[src/rtl/edge_event_scheduler.sv]
// ----------------------------------------------------------------------------
// edge_event_scheduler
//
// Purpose:
//   Detects edges on N_CH synchronous level inputs and keeps a saturating
//   per-channel count of edges that have not been delivered yet. A
//   round-robin scheduler hands the pending events, one per transfer, to a
//   single consumer over a valid/ready handshake. No edge is lost while the
//   consumer is busy unless a counter saturates, which raises a sticky
//   overflow flag. Every pending channel is reached in turn, so none starves.
//
// Build option:
//   EDGE_SCHED_BOTH_EDGES_EN - when defined, both rising and falling
//   transitions are counted. When undefined, only rising edges are counted.
//
// Ports:
//   clk          clock; all logic on the rising edge
//   reset        synchronous, active-high reset
//   sig_in       [N_CH]  event lines, already synchronous to clk
//   ch_en        [N_CH]  per-channel capture enable for new edges
//   evt_valid    event offered to the consumer
//   evt_ch       [CH_W]  channel index of the offered event
//   evt_ready    consumer accepts the offered event
//   pending_any  registered OR of all counters being non-zero
//   overflow     [N_CH]  sticky flag: an edge was lost to saturation
//   ovf_clr      [N_CH]  per-channel clear pulse for overflow
// ----------------------------------------------------------------------------
module edge_event_scheduler #(
  parameter int N_CH  = 4,
  parameter int CNT_W = 4,
  parameter int CH_W  = $clog2(N_CH)
) (
  input  logic            clk,
  input  logic            reset,
  input  logic [N_CH-1:0] sig_in,
  input  logic [N_CH-1:0] ch_en,
  output logic            evt_valid,
  output logic [CH_W-1:0] evt_ch,
  input  logic            evt_ready,
  output logic            pending_any,
  output logic [N_CH-1:0] overflow,
  input  logic [N_CH-1:0] ovf_clr
);

  localparam logic [CNT_W-1:0] CNT_MAX = '1;
  localparam logic [CH_W-1:0]  CH_LAST = CH_W'(N_CH - 1);

  typedef enum logic {
    IDLE  = 1'b0,
    OFFER = 1'b1
  } state_t;

  // Edge detection pipeline
  logic [N_CH-1:0] d0_reg;
  logic [N_CH-1:0] d1_reg;
  logic [N_CH-1:0] edge_det;

  // Pending-event counters
  logic [CNT_W-1:0] cnt_reg  [N_CH];
  logic [CNT_W-1:0] cnt_next [N_CH];
  logic [N_CH-1:0]  cnt_nz;
  logic [N_CH-1:0]  dec;
  logic [N_CH-1:0]  ovf_set;
  logic [N_CH-1:0]  overflow_reg;
  logic             pending_next;
  logic             pending_any_reg;

  // Scheduler
  state_t          state_reg;
  logic            evt_valid_reg;
  logic [CH_W-1:0] evt_ch_reg;
  logic [CH_W-1:0] rr_ptr_reg;
  logic            grant_found;
  logic [CH_W-1:0] grant_idx;
  logic [CH_W-1:0] grant_idx_inc;
  logic [CH_W-1:0] search_idx;
  logic            grant_allowed;
  logic            do_grant;

  assign evt_valid   = evt_valid_reg;
  assign evt_ch      = evt_ch_reg;
  assign overflow    = overflow_reg;
  assign pending_any = pending_any_reg;

  // Per-channel edge term, non-zero flag and grant decode
  generate
    for (genvar gi = 0; gi < N_CH; gi++) begin : g_ch
`ifdef EDGE_SCHED_BOTH_EDGES_EN
      assign edge_det[gi] = (d0_reg[gi] ^ d1_reg[gi]) & ch_en[gi];
`else
      assign edge_det[gi] = d0_reg[gi] & ~d1_reg[gi] & ch_en[gi];
`endif
      assign cnt_nz[gi] = (cnt_reg[gi] != '0);
      assign dec[gi]    = do_grant && (grant_idx == CH_W'(gi));
    end
  endgenerate

  // Round-robin search: first non-zero registered count at or above rr_ptr,
  // wrapping modulo N_CH. Counts updated this cycle are not visible here,
  // so a fresh edge becomes eligible one cycle after it is counted.
  always_comb begin
    grant_found = 1'b0;
    grant_idx   = '0;
    search_idx  = '0;
    for (int k = 0; k < N_CH; k++) begin
      search_idx = CH_W'((32'(rr_ptr_reg) + 32'(k)) % 32'(N_CH));
      if (!grant_found && cnt_nz[search_idx]) begin
        grant_found = 1'b1;
        grant_idx   = search_idx;
      end
    end
  end

  assign grant_idx_inc = (grant_idx == CH_LAST) ? '0 : grant_idx + CH_W'(1);

  // A new grant may be issued from IDLE, or on the handshake edge of an
  // offer; the latter gives back-to-back transfers one per cycle.
  assign grant_allowed = (state_reg == IDLE) || (evt_valid_reg && evt_ready);
  assign do_grant      = grant_allowed && grant_found;

  // Counter update. An edge and a grant on the same channel cancel out.
  // A decrement only happens on a granted channel, whose count is non-zero.
  always_comb begin
    pending_next = 1'b0;
    ovf_set      = '0;
    for (int i = 0; i < N_CH; i++) begin
      cnt_next[i] = cnt_reg[i];
      if (edge_det[i] && !dec[i]) begin
        if (cnt_reg[i] == CNT_MAX) begin
          ovf_set[i] = 1'b1;
        end else begin
          cnt_next[i] = cnt_reg[i] + CNT_W'(1);
        end
      end else if (!edge_det[i] && dec[i]) begin
        cnt_next[i] = cnt_reg[i] - CNT_W'(1);
      end
      if (cnt_next[i] != '0) begin
        pending_next = 1'b1;
      end
    end
  end

  always_ff @(posedge clk) begin
    if (reset) begin
      d0_reg          <= '0;
      d1_reg          <= '0;
      overflow_reg    <= '0;
      pending_any_reg <= 1'b0;
      for (int i = 0; i < N_CH; i++) begin
        cnt_reg[i] <= '0;
      end
    end else begin
      d0_reg          <= sig_in;
      d1_reg          <= d0_reg;
      // Saturation set wins over a clear pulse in the same cycle.
      overflow_reg    <= ovf_set | (overflow_reg & ~ovf_clr);
      pending_any_reg <= pending_next;
      for (int i = 0; i < N_CH; i++) begin
        cnt_reg[i] <= cnt_next[i];
      end
    end
  end

  // Offer FSM. A reset in the middle of an offer drops it.
  always_ff @(posedge clk) begin
    if (reset) begin
      state_reg     <= IDLE;
      evt_valid_reg <= 1'b0;
      evt_ch_reg    <= '0;
      rr_ptr_reg    <= '0;
    end else begin
      case (state_reg)
        IDLE: begin
          if (do_grant) begin
            evt_valid_reg <= 1'b1;
            evt_ch_reg    <= grant_idx;
            rr_ptr_reg    <= grant_idx_inc;
            state_reg     <= OFFER;
          end
        end
        OFFER: begin
          if (evt_valid_reg && evt_ready) begin
            if (grant_found) begin
              evt_ch_reg <= grant_idx;
              rr_ptr_reg <= grant_idx_inc;
            end else begin
              evt_valid_reg <= 1'b0;
              state_reg     <= IDLE;
            end
          end
        end
        default: begin
          evt_valid_reg <= 1'b0;
          state_reg     <= IDLE;
        end
      endcase
    end
  end

endmodule

[config.mk]
export PLATFORM = sky130hd
export DESIGN_NAME = edge_event_scheduler
export DESIGN_NICKNAME = d
export VERILOG_FILES = /design/src/rtl/edge_event_scheduler.sv
export SDC_FILE = /design/constraint.sdc
export NUM_CORES = 1
export LEC_CHECK = 0
export ABC_AREA = 0
export BUFFER_PORTS_ARGS = -buffer_cell sky130_fd_sc_hd__buf_2
export CAP_MARGIN = 20
export CORE_ASPECT_RATIO = 1.2
export CORE_MARGIN = 2
export CORE_UTILIZATION = 35
export DETAILED_ROUTE_END_ITERATION = 12
export HOLD_SLACK_MARGIN = 0.03
export PLACE_DENSITY = 0.55
export SLEW_MARGIN = 20
export SYNTH_ARGS = -nofsm -noshare
export SYNTH_HDL_FRONTEND = slang
export SYNTH_SLANG_ARGS = --single-unit
[constraint.sdc]
create_clock -name clk -period 3.35 [get_ports clk]
set_clock_uncertainty 0.05 [all_clocks]
set_input_delay 1.005 -clock clk [delete_from_list [all_inputs] [get_ports clk]]
set_output_delay 1.005 -clock clk [all_outputs]
set_load 0.03 [all_outputs]
# After elaboration in Yosys (flattened, before gate mapping)
# Memories as Yosys holds them, arrays and structs flattened.
# Cells that the tools add are included.
# op_classes
n_addsub	12
magnitude_cmp	4
eq_ne	11
muxes	64
n_bitwise	20
n_reduce_logical	40
# ops
cell	count
$mux W4	16
$reduce_bool A4 Y1	8
$mux W1	29
$mux W2	11
$logic_and A1 B1 Y1	17
$add A4 B1 Y4 const B	4
$eq A4 B4 Y1 const B	4
$sub A4 B1 Y4 const B	4
$lt A2 B3 Y1 const B	4
$logic_not A1 Y1	11
$and A1 B1 Y1	8
$bmux W1 S2	4
$pmux W2 S2	2
$reduce_and A3 Y1	2
$not A1 Y1	5
$add A2 B1 Y2 const B	2
$add A2 B2 Y2 const B	2
$and A4 B4 Y4	1
$eq A2 B2 Y1 const B	2
$ne A2 B1 Y1 const B	2
$ne A2 B2 Y1 const B	2
$not A4 Y4	1
$or A1 B1 Y1	4
$or A4 B4 Y4	1
other kinds (4)	5
# word_totals
register_bits	19
ram_bits	16
inputBits	15
output_inout_bits	8
elab_cells	160
n_memories	1
# memory_table
name	words	word_bits	rd	rd_ports_with_merged_regs	write_ports	line	source
cnt_reg	4	4	4	0	4	59	logic [CNT_W-1:0] cnt_reg [N_CH];

# Depth between registers and ports, before layout
# Gate-level depths: netlist of run 1.
# logic_depth
depth_word	23
ltp_mapped	16

# Worst setup path after synthesis of run 1
# No wires, ideal clock.
# synth_timing
path_kind	reg-to-reg
startpoint	memory cnt_reg[0][0]
endpoint	register pending_any_reg, in the netlist pending_any
t_arrival_ns	3.214
t_required_ns	3.175
setup_slack_ns	-0.039
path_stages_with_launch	14
cell_sequence	dfxtp_1 > inv_1 > ha_1 > or3b_1 > buf_2 > nor4_1 > nor2b_1 > ha_1 > and2_1 > buf_2 > or4_1 > a21oi_1 > o2111ai_1 > o41a_1
# synth_rtl
item	line	source
from (decl)	59	
to (signal assigned)	157	pending_any_reg <= pending_next;
to (decl)	66	logic pending_any_reg;

==> results of run 1 <==
==> worst max-delay path, cell delays in order, from the launching register on <==
cell and delay (ps):
dfxtp_1 330, inv_1 80, ha_1 170, or3b_4 420
buf_4 160, o41a_1 470, buf_8 200, a2111oi_2 360
o21ai_0 170, o31ai_2 120, nand4_1 150, o41a_1 430
==> cells by family after synthesis <==
| family | Yosys count | share of synthesized area |
|---|---|---|
| xor+xnor | 4 | 0.01701 |
| flops | 35 | 0.3402 |
| buf+inv | 32 | 0.05954 |
| simple gates | 104 | 0.2685 |
| mux | 2 | 0.009721 |
| fa+ha+maj | 12 | 0.07290 |
| compound gates | 68 | 0.2321 |
==> per-stage QoR <==
stage          hold slack (ps)  area [um^2]    util  TNS (ps)
2_1_floorplan            387.9         2066       -         0
3_3_place_gp             390.1         2382  0.4203    -2.861
3_5_place_dp             395.6         2382  0.4203    -49.29
4_1_cts                  406.7         2481  0.4377         0
5_1_grt                  424.7         2565  0.4525    -73.50
6_report                 400.2         2565  0.4525         0
==> layout make-up <==
type	count	area, um^2	area share
clock buffers	5	68.82	0.02683
clock inverters	3	20.02	0.007805
inverters	21	78.83	0.03073
multi-input cells	190	1321	0.5151
flip-flops and latches	35	700.7	0.2732
well taps	80	100.1	0.03902
repair buffers	43	275.3	0.1073
==> metal layers <==
| layer | share of wire | GRT usage | vias to the layer above |
|---|---|---|---|
| met5 | 0 | 0 | - |
| met4 | 0.013 | 0.05950 | 0 |
| met3 | 0.024 | 0.03107 | 7 |
| met2 | 0.51 | 0.2735 | 31 |
| met1 | 0.45 | 0.1897 | 953 |
| li1 | - | - | 1017 |
==> final timing paths <==
| check | startpoint | endpoint | slack, ps | cells after the start |
|---|---|---|---|---|
| setup / recovery | cnt_reg[3][0]$_SDFF_PP0_ | pending_any$_SDFF_PP0_ | 100 | 11 |
| hold / removal | evt_ch[0]$_SDFFE_PP0P_ | evt_ch[0]$_SDFFE_PP0P_ | 400 | 2 |
| setup reg to reg | cnt_reg[3][0]$_SDFF_PP0_ | pending_any$_SDFF_PP0_ | 100 | 11 |
| hold reg to reg | evt_ch[0]$_SDFFE_PP0P_ | evt_ch[0]$_SDFFE_PP0P_ | 400 | 2 |
==> layout by cell type (no fill, tap or decap), drive strengths merged, types with 2 or more instances in the layout <==
cell	instances
and3b	2
and4	6
nor3b	2
inv	21
nor4	3
nand3b	3
nor2b	10
nand3	3
nor3	7
o21ai	12
and3	4
a211oi	7
a31oi	6
a32oi	3
mux2i	2
xnor2	4
a311oi	3
dfxtp	35
buf	43
and2	2
a211o	3
o31ai	2
or3b	4
clkinvlp	2
ha	12
a21oi	15
nand2	23
a311o	2
o41a	2
clkbuf	5
o22a	2
nor2	27
nand4	4
==> timing repair <==
| item | in CTS | in global routing |
|---|---|---|
| gates cloned | 0 | 0 |
| hold buffers | 0 | 0 |
| setup buffers | 0 | 1 |
| endpoints found under the setup margin | 1 | 1 |
| resized for setup | 3 | 20 |
| pin swaps | 0 | 5 |
==> summary.md, run 1 <==
| Metric | Value |
|---|---|
| Max-Cap Viols | `0` |
| Final slew viol count | `0` |
| TritonCTS clock tree | `done` |
| Syn_area_per_cell | `8.014 um^2` |
| Synth top cells by count | `dfxtp_1 (35), nor2_1 (27), nand2_1 (23)` |
| Fin nets | `323` |
| Iter 0 DRT Violations | `167` |
| WP data arrival | `3370 ps` |
| Setup ws final | `103.8 ps` |
| Largest net degree at the start of global routing | `36` |
| IO Pins | `23` |
| Async SR Flop Fraction | `0` |
| Setup-failing EPs final | `0` |
| Final Wtd Congestion | `0.8663` |
| Sink Count | `35` |
| Post-place setup slack | `-49.29 ps` |
| Detailed placement HPWL | `3.556 mm` |
| Kind of critical path | `flop to flop` |
| CP Capture Type | `flop` |
| Layout cells sized above 1 | `0.2391` |
| Area contributors post-synth | `dfxtp_1 (34%), ha_1 (7.3%), nor2_1 (4.9%), nand2_1 (4.2%), inv_1 (3.8%)` |
| Router iterations before antenna repair | `4` |
| Total GRT Usage | `0.1576` |
| Tightest Hold Check Type | `flop to flop` |
| Clock buffer depth | `2` |
| Worst-path fanout max | `30` |
| Drt wl/cell | `13.26 um` |
| Initial antenna violation count | `0` |
| Syn Nets | `284` |
| Placeable Area | `0.005668 mm^2` |
| Worst-skew pair later-pin latency | `290 ps` |
| Finished Layout Cells | `377` |
| Synth Flop Type | `dfxtp_1` |
| Cell variety after synth | `48` |
| Fmax | `0.3081 GHz` |
| Worst Setup Start Kind | `flop` |
| Layout Area Growth over Synthesis | `24.54%` |
| Post-DRT Antenna Nets | `0` |
| IO buf count | `22` |
| Number of synthesis warnings | `0` |
| GRT overflow | `0` |
| Status | `finished clean` |
| Gate Count Post-Synth | `257` |
| Synth area leader | `dfxtp_1` |
| Final hold vios | `0` |
| Die height | `88.03 um` |
| Worst path required time | `3470 ps` |
| Final min period | `3246 ps` |
| Global-route wire length before repair | `7.969 mm` |
| Sequential fraction of the synthesis area | `0.3402` |
| DIE WIDTH | `74.03 um` |
| Ant diodes | `0` |
| Starting density of the core | `0.3634` |
| Placed cells | `368` |
| Row cnt | `30` |
| WL final | `4.998 mm` |
| Most common cell in the netlist | `dfxtp_1` |
| Post-synthesis register bit count | `35` |
| Fin crit share | `0.9690` |
| Mapped Area | `0.002059 mm^2` |
| Clk Tree Root Cell | `clkbuf_8` |
| Vias | `2008` |
| Vias in the first global route | `1790` |
| H-Tree Level Count | `2` |
| Fillers | `563` |
| CTS buffer count | `5` |
| Die area | `0.006516 mm^2` |
| Number of flip-flops in the largest register | `16` |
| Worst-margin pin slew | `662.5 ps` |
| EDFF count, synth | `0` |
| Post-DR vias/cell | `5.326` |
| Share of the synthesized area in the top cell type | `0.3402` |
| Detailed-route DRC error count | `0` |
| Slew margin rel. | `0.5584` |
| Clk slew on worst S/H paths | `80 ps` |
Power of run 1 is not shown: default switching activity piles up to over one toggle a cycle in this logic, so the estimate is an artifact.
==> run 2: changes to the inputs <==
--- a/config.mk
+++ b/config.mk
@@ -6,7 +6,7 @@
 export NUM_CORES = 1
 export LEC_CHECK = 0
 export ABC_AREA = 0
-export BUFFER_PORTS_ARGS = -buffer_cell sky130_fd_sc_hd__buf_2
+export BUFFER_PORTS_ARGS = -buffer_cell sky130_fd_sc_hd__buf_4
 export CAP_MARGIN = 20
 export CORE_ASPECT_RATIO = 1.2
 export CORE_MARGIN = 2
@@ -14,6 +14,7 @@
 export DETAILED_ROUTE_END_ITERATION = 12
 export HOLD_SLACK_MARGIN = 0.03
 export PLACE_DENSITY = 0.55
+export REMOVE_ABC_BUFFERS = 1
 export SLEW_MARGIN = 20
 export SYNTH_ARGS = -nofsm -noshare
 export SYNTH_HDL_FRONTEND = slang
==> summary.md, run 2 (synthesized netlist as in run 1, its figures left out) <==
| Metric | Value |
|---|---|
| Final Wtd Congestion | `0.7727 (-11%)` |
| WP data arrival | `3350 ps (-20 ps)` |
| Fmax | `0.3093 GHz (+0.41%)` |
| Clock buffer depth | `2 (unchanged)` |
| Hold WS | `405.2 ps (+4.963 ps)` |
| Final instance area | `0.002666 mm^2 (+4.0%)` |
| Worst VDD drop | `0.5486 mV` |
| H-Tree Level Count | `2 (unchanged)` |
| Power Density | `1246 mW/mm^2` |
| Iter 0 DRT Violations | `67 (-60%)` |
| Global-route wire length before repair | `8.349 mm (+4.8%)` |
| Worst-margin pin slew | `389.1 ps (-273.4 ps)` |
| Starting density of the core | `0.3634 (unchanged)` |
| Worst Setup Start Kind | `flop` |
| Final hold vios | `0 (unchanged)` |
| Worst path required time | `3470 ps (about the same)` |
| Vias in the first global route | `1865 (+4.2%)` |
| Worst-path fanout max | `4 (-87%)` |
| IO buf count | `22 (unchanged)` |
| Router iterations before antenna repair | `4 (unchanged)` |
| Post-DR vias/cell | `5.164 (-3.0%)` |
| Row cnt | `30 (unchanged)` |
| DIE WIDTH | `74.03 um (unchanged)` |
| Detailed placement HPWL | `3.672 mm (+3.2%)` |
| Tightest Hold Check Type | `flop to flop` |
| CP Capture Type | `flop` |
| Layout Area Growth over Synthesis | `29.47%` |
| TritonCTS clock tree | `done` |
| Die area | `0.006516 mm^2 (unchanged)` |
| Fin crit share | `0.9651 (-0.003914)` |
| Setup Total Neg Slack | `0 ps (unchanged)` |
| Total GRT Usage | `0.1636 (+0.006045)` |
| Fillers | `563 (unchanged)` |
| Placeable Area | `0.005668 mm^2 (unchanged)` |
| GRT overflow | `0 (unchanged)` |
| Max-Cap Viols | `0 (unchanged)` |
| Ant diodes | `0 (unchanged)` |
| Clk Tree Root Cell | `clkbuf_8` |
| Post-DRT Antenna Nets | `0 (unchanged)` |
| Multi-input gate area | `0.001324 mm^2 (+0.19%)` |
| Detailed-route DRC error count | `0 (unchanged)` |
| Slew margin rel. | `0.7406 (+0.1823)` |
| Sequential Area | `700.7 um^2 (unchanged)` |
| Kind of critical path | `flop to flop` |
| Die height | `88.03 um (unchanged)` |
| Number of flip-flops in the largest register | `16 (unchanged)` |
| IO Pins | `23 (unchanged)` |
| WL final | `5.043 mm (+0.90%)` |
| Largest net degree at the start of global routing | `36 (unchanged)` |
| Vias | `1983 (-1.2%)` |
| Sink Count | `35 (unchanged)` |
| Worst-skew pair later-pin latency | `290 ps (about the same)` |
| Fin nets | `332 (+2.8%)` |
| Final min period | `3233 ps (-13.11 ps)` |
| Area post-placement | `0.002491 mm^2 (+4.6%)` |
| Layout cells sized above 1 | `0.2664 (+0.02739)` |
| Final slew viol count | `0 (unchanged)` |
| Status | `finished clean` |
| Setup-failing EPs final | `0 (unchanged)` |
| Commonest non-fill, non-tap cell in the layout | `buf_4` |
| Initial antenna violation count | `0 (unchanged)` |
| Clk slew on worst S/H paths | `70 ps (about the same)` |
| Drt wl/cell | `13.13 um (-0.94%)` |
| CTS buffer count | `5 (unchanged)` |
| LEAKAGE | `1.133 nW` |
| Most frequent cells in the layout | `buf_4 (52), dfxtp_1 (35), nor2_1 (27)` |
==> run 2: cell types whose count changed in the layout (fill, tap and decap cells not counted), sizes merged <==
cell / change
buf: +9
clkbuf: +1
clkinv: -1
clkinvlp: -2
==> run 2: timing repair <==
item,in CTS,in global routing
endpoints found under the setup margin,1,1
pin swaps,0,5
setup buffers,0,2
hold buffers,0,0
resized for setup,2,23
==> run 2: worst paths after layout <==
path	start	to	slack (ps)	depth (start not counted)
setup / recovery	cnt_reg[0][0]$_SDFF_PP0_	pending_any$_SDFF_PP0_	120	12
hold / removal	evt_ch[0]$_SDFFE_PP0P_	evt_ch[0]$_SDFFE_PP0P_	410	2
setup reg to reg	cnt_reg[0][0]$_SDFF_PP0_	pending_any$_SDFF_PP0_	120	12
hold reg to reg	evt_ch[0]$_SDFFE_PP0P_	evt_ch[0]$_SDFFE_PP0P_	410	2
==> run 2: layout make-up <==
type / count / share of cell area
clock buffer: 6 / 0.02722
inverter: 21 / 0.02956
multi-input combinational: 190 / 0.4965
sequential: 35 / 0.2628
tap: 80 / 0.03754
timing repair buffer: 52 / 0.1464
==> run 2: stage by stage <==
stage / utilization / std cells / power (mW) / setup WS [ps]
final: 0.4704 / 384 / 3.323 / 116.9
after global routing: 0.4704 / 384 / 3.640 / -1.693
after CTS: 0.4528 / 382 / 3.088 / 40.43
after detailed placement: 0.4395 / 376 / 2.777 / -0.4676
after global placement: 0.4395 / 376 / 2.779 / 3.854
after floorplan: - / 246 / 1.938 / 43.55
==> run 2: where the power goes <==
| group | internal [mW] | total, mW | switching, mW |
|---|---|---|---|
| combinational | 1.16 | 2.41 | 1.25 |
| sequential | 0.533 | 0.632 | 0.0987 |
| clock | 0.139 | 0.284 | 0.146 |
| total | 1.83 | 3.32 | 1.49 |
==> run 2: metal layers <==
layer / GRT usage / routed length [um] / vias up / share of wire
met2: 0.2873 / 2546 / 10 / 0.50
met5: 0 / 0 / - / 0
li1: - / - / 1030 / -
met1: 0.1980 / 2349 / 936 / 0.47
met4: 0.05455 / 70 / 0 / 0.014
met3: 0.03107 / 77 / 7 / 0.015
==> run 2: critical path: stages, from the launching register on <==
cell and delay (ps):
dfxtp_1 310, inv_1 50, ha_2 160, or3b_4 400, buf_4 160, nor4_4 340
nor2b_4 80, ha_1 220, and2_4 150, or4_4 480, a21oi_2 170, o2111ai_2 120
o41a_1 430
Note: power is estimated with default switching activity, not from simulation.
==> run 3: changes to the inputs <==
--- a/config.mk
+++ b/config.mk
@@ -8,7 +8,7 @@
 export ABC_AREA = 0
 export BUFFER_PORTS_ARGS = -buffer_cell sky130_fd_sc_hd__buf_4
 export CAP_MARGIN = 20
-export CORE_ASPECT_RATIO = 1.2
+export CORE_ASPECT_RATIO = 0.6
 export CORE_MARGIN = 2
 export CORE_UTILIZATION = 35
 export DETAILED_ROUTE_END_ITERATION = 12
==> summary.md, run 3 (synthesized netlist as in run 1, its figures left out) <==
| Metric | Value |
|---|---|
| Status | `finished clean` |
| CP Capture Type | `flop` |
| Final instance area | `0.002690 mm^2 (+0.89%)` |
| Detailed placement HPWL | `3.786 mm (+3.1%)` |
| Max-Cap Viols | `0 (unchanged)` |
| Worst-margin pin slew | `691.9 ps (+302.8 ps)` |
| Router iterations before antenna repair | `4 (unchanged)` |
| Global-route wire length before repair | `8.487 mm (+1.7%)` |
| Layout Area Growth over Synthesis | `30.62%` |
| TritonCTS clock tree | `done` |
| GRT overflow | `0 (unchanged)` |
| Vias in the first global route | `1806 (-3.2%)` |
| Drt wl/cell | `13.89 um (+5.8%)` |
| Final hold vios | `0 (unchanged)` |
| Finished Layout Cells | `380 (-1.0%)` |
| Worst Setup Start Kind | `flop` |
| Path depth of the worst reg2reg path | `11 (-1)` |
| Clock buffer depth | `2 (unchanged)` |
| Hold-fix buffers at CTS | `0 (unchanged)` |
| Sink Count | `35 (unchanged)` |
| Fillers | `584 (+3.7%)` |
| Setup-failing EPs final | `0 (unchanged)` |
| Kind of critical path | `flop to flop` |
| IO Pins | `23 (unchanged)` |
| Worst-path fanout max | `28 (+24)` |
| Detailed-route DRC error count | `0 (unchanged)` |
| CTS buffer count | `5 (unchanged)` |
| Placed cells | `373 (-0.80%)` |
| Row cnt | `21 (-30%)` |
| Iter 0 DRT Violations | `115 (+72%)` |
| IO buf count | `22 (unchanged)` |
| Placeable Area | `0.005623 mm^2 (-0.79%)` |
| Final min period | `3210 ps (-22.70 ps)` |
| Ant diodes | `0 (unchanged)` |
| Clk slew on worst S/H paths | `70 ps (about the same)` |
| Die area | `0.006534 mm^2 (+0.27%)` |
| DIE WIDTH | `103.0 um (+39%)` |
| Layout cells sized above 1 | `0.2667 (about the same)` |
| Initial antenna violation count | `0 (unchanged)` |
| Hold path cells | `2 (unchanged)` |
| Number of flip-flops in the largest register | `16 (unchanged)` |
| Fin nets | `327 (-1.5%)` |
| Total GRT Usage | `0.1668 (+0.003201)` |
| WP data arrival | `3330 ps (-20 ps)` |
| Clk Tree Root Cell | `clkbuf_8` |
| Worst path required time | `3470 ps (about the same)` |
| Die height | `63.42 um (-28%)` |
| Vias | `1984 (+0.050%)` |
| H-Tree Level Count | `2 (unchanged)` |
| Post-DRT Antenna Nets | `0 (unchanged)` |
| Final Wtd Congestion | `0.8572 (+11%)` |
| Commonest non-fill, non-tap cell in the layout | `buf_4` |
| Final slew viol count | `0 (unchanged)` |
| Starting density of the core | `0.3663 (+0.002911)` |
| Area post-placement | `0.002481 mm^2 (-0.40%)` |
| Hold WS | `409.6 ps (+4.370 ps)` |
| Post-place setup slack | `-202.9 ps (-202.4 ps)` |
| Worst-skew pair later-pin latency | `290 ps (about the same)` |
| Largest net degree at the start of global routing | `36 (unchanged)` |
| WL final | `5.278 mm (+4.7%)` |
| Fmax | `0.3115 GHz (+0.71%)` |
| Slew margin rel. | `0.5327 (-0.2079)` |
| Most frequent cells in the layout | `buf_4 (46), dfxtp_1 (35), nor2_1 (27)` |
| Post-DR vias/cell | `5.221 (+1.1%)` |
| Tightest Hold Check Type | `flop to flop` |
| Setup ws final | `139.6 ps (+22.70 ps)` |
| Fin crit share | `0.9583 (-0.006777)` |
[run 3: per-layer routing]
layer / vias up / GRT usage / part of all wire
met1: 914 / 0.2638 / 0.55
met2: 41 / 0.2151 / 0.39
met5: - / 0 / 0
li1: 1022 / - / -
met4: 0 / 0.05757 / 0.015
met3: 7 / 0.03663 / 0.044
[run 3: cell type report]
type / instances / area, um^2 / share of cell area
Multi-Input combinational cell: 190 / 1343 / 0.4991
Sequential cell: 35 / 700.7 / 0.2605
Timing Repair Buffer: 47 / 365.4 / 0.1358
Tap cell: 80 / 100.1 / 0.03721
Inverter: 21 / 78.83 / 0.02930
Clock buffer: 6 / 72.57 / 0.02698
Clock inverter: 1 / 30.03 / 0.01116
[run 3: path summary, 6_finish.rpt]
path | startpoint | end | slack, ps
max reg2reg | cnt_reg[3][0]$_SDFF_PP0_ | pending_any$_SDFF_PP0_ | 140
min | evt_ch[1]$_SDFFE_PP0P_ | evt_ch[1]$_SDFFE_PP0P_ | 410
max | cnt_reg[3][0]$_SDFF_PP0_ | pending_any$_SDFF_PP0_ | 140
min reg2reg | evt_ch[1]$_SDFFE_PP0P_ | evt_ch[1]$_SDFFE_PP0P_ | 410
[run 3: timing repair]
item,CTS,global route
setup endpoints to repair,1,1
pin swaps,0,6
setup buffers,0,0
resized for setup,5,26
[run 3: metrics by stage]
stage | util | setup TNS, ps
finish | 0.4784 | 0
global route | 0.4784 | -64.55
CTS | 0.4631 | 0
detailed placement | 0.4413 | -202.9
global placement | 0.4413 | -29.16
floorplan | - | 0
[run 3: worst max-delay path: stages (launching register included)]
cell	delay [ps]
dfxtp_1	330
inv_1	70
ha_1	180
or3b_4	410
buf_4	160
o41a_1	520
buf_12	210
and4_1	210
a311o_1	320
nand2_1	100
nand4_1	110
o41a_1	420
Power of run 3 is left out for the same reason.
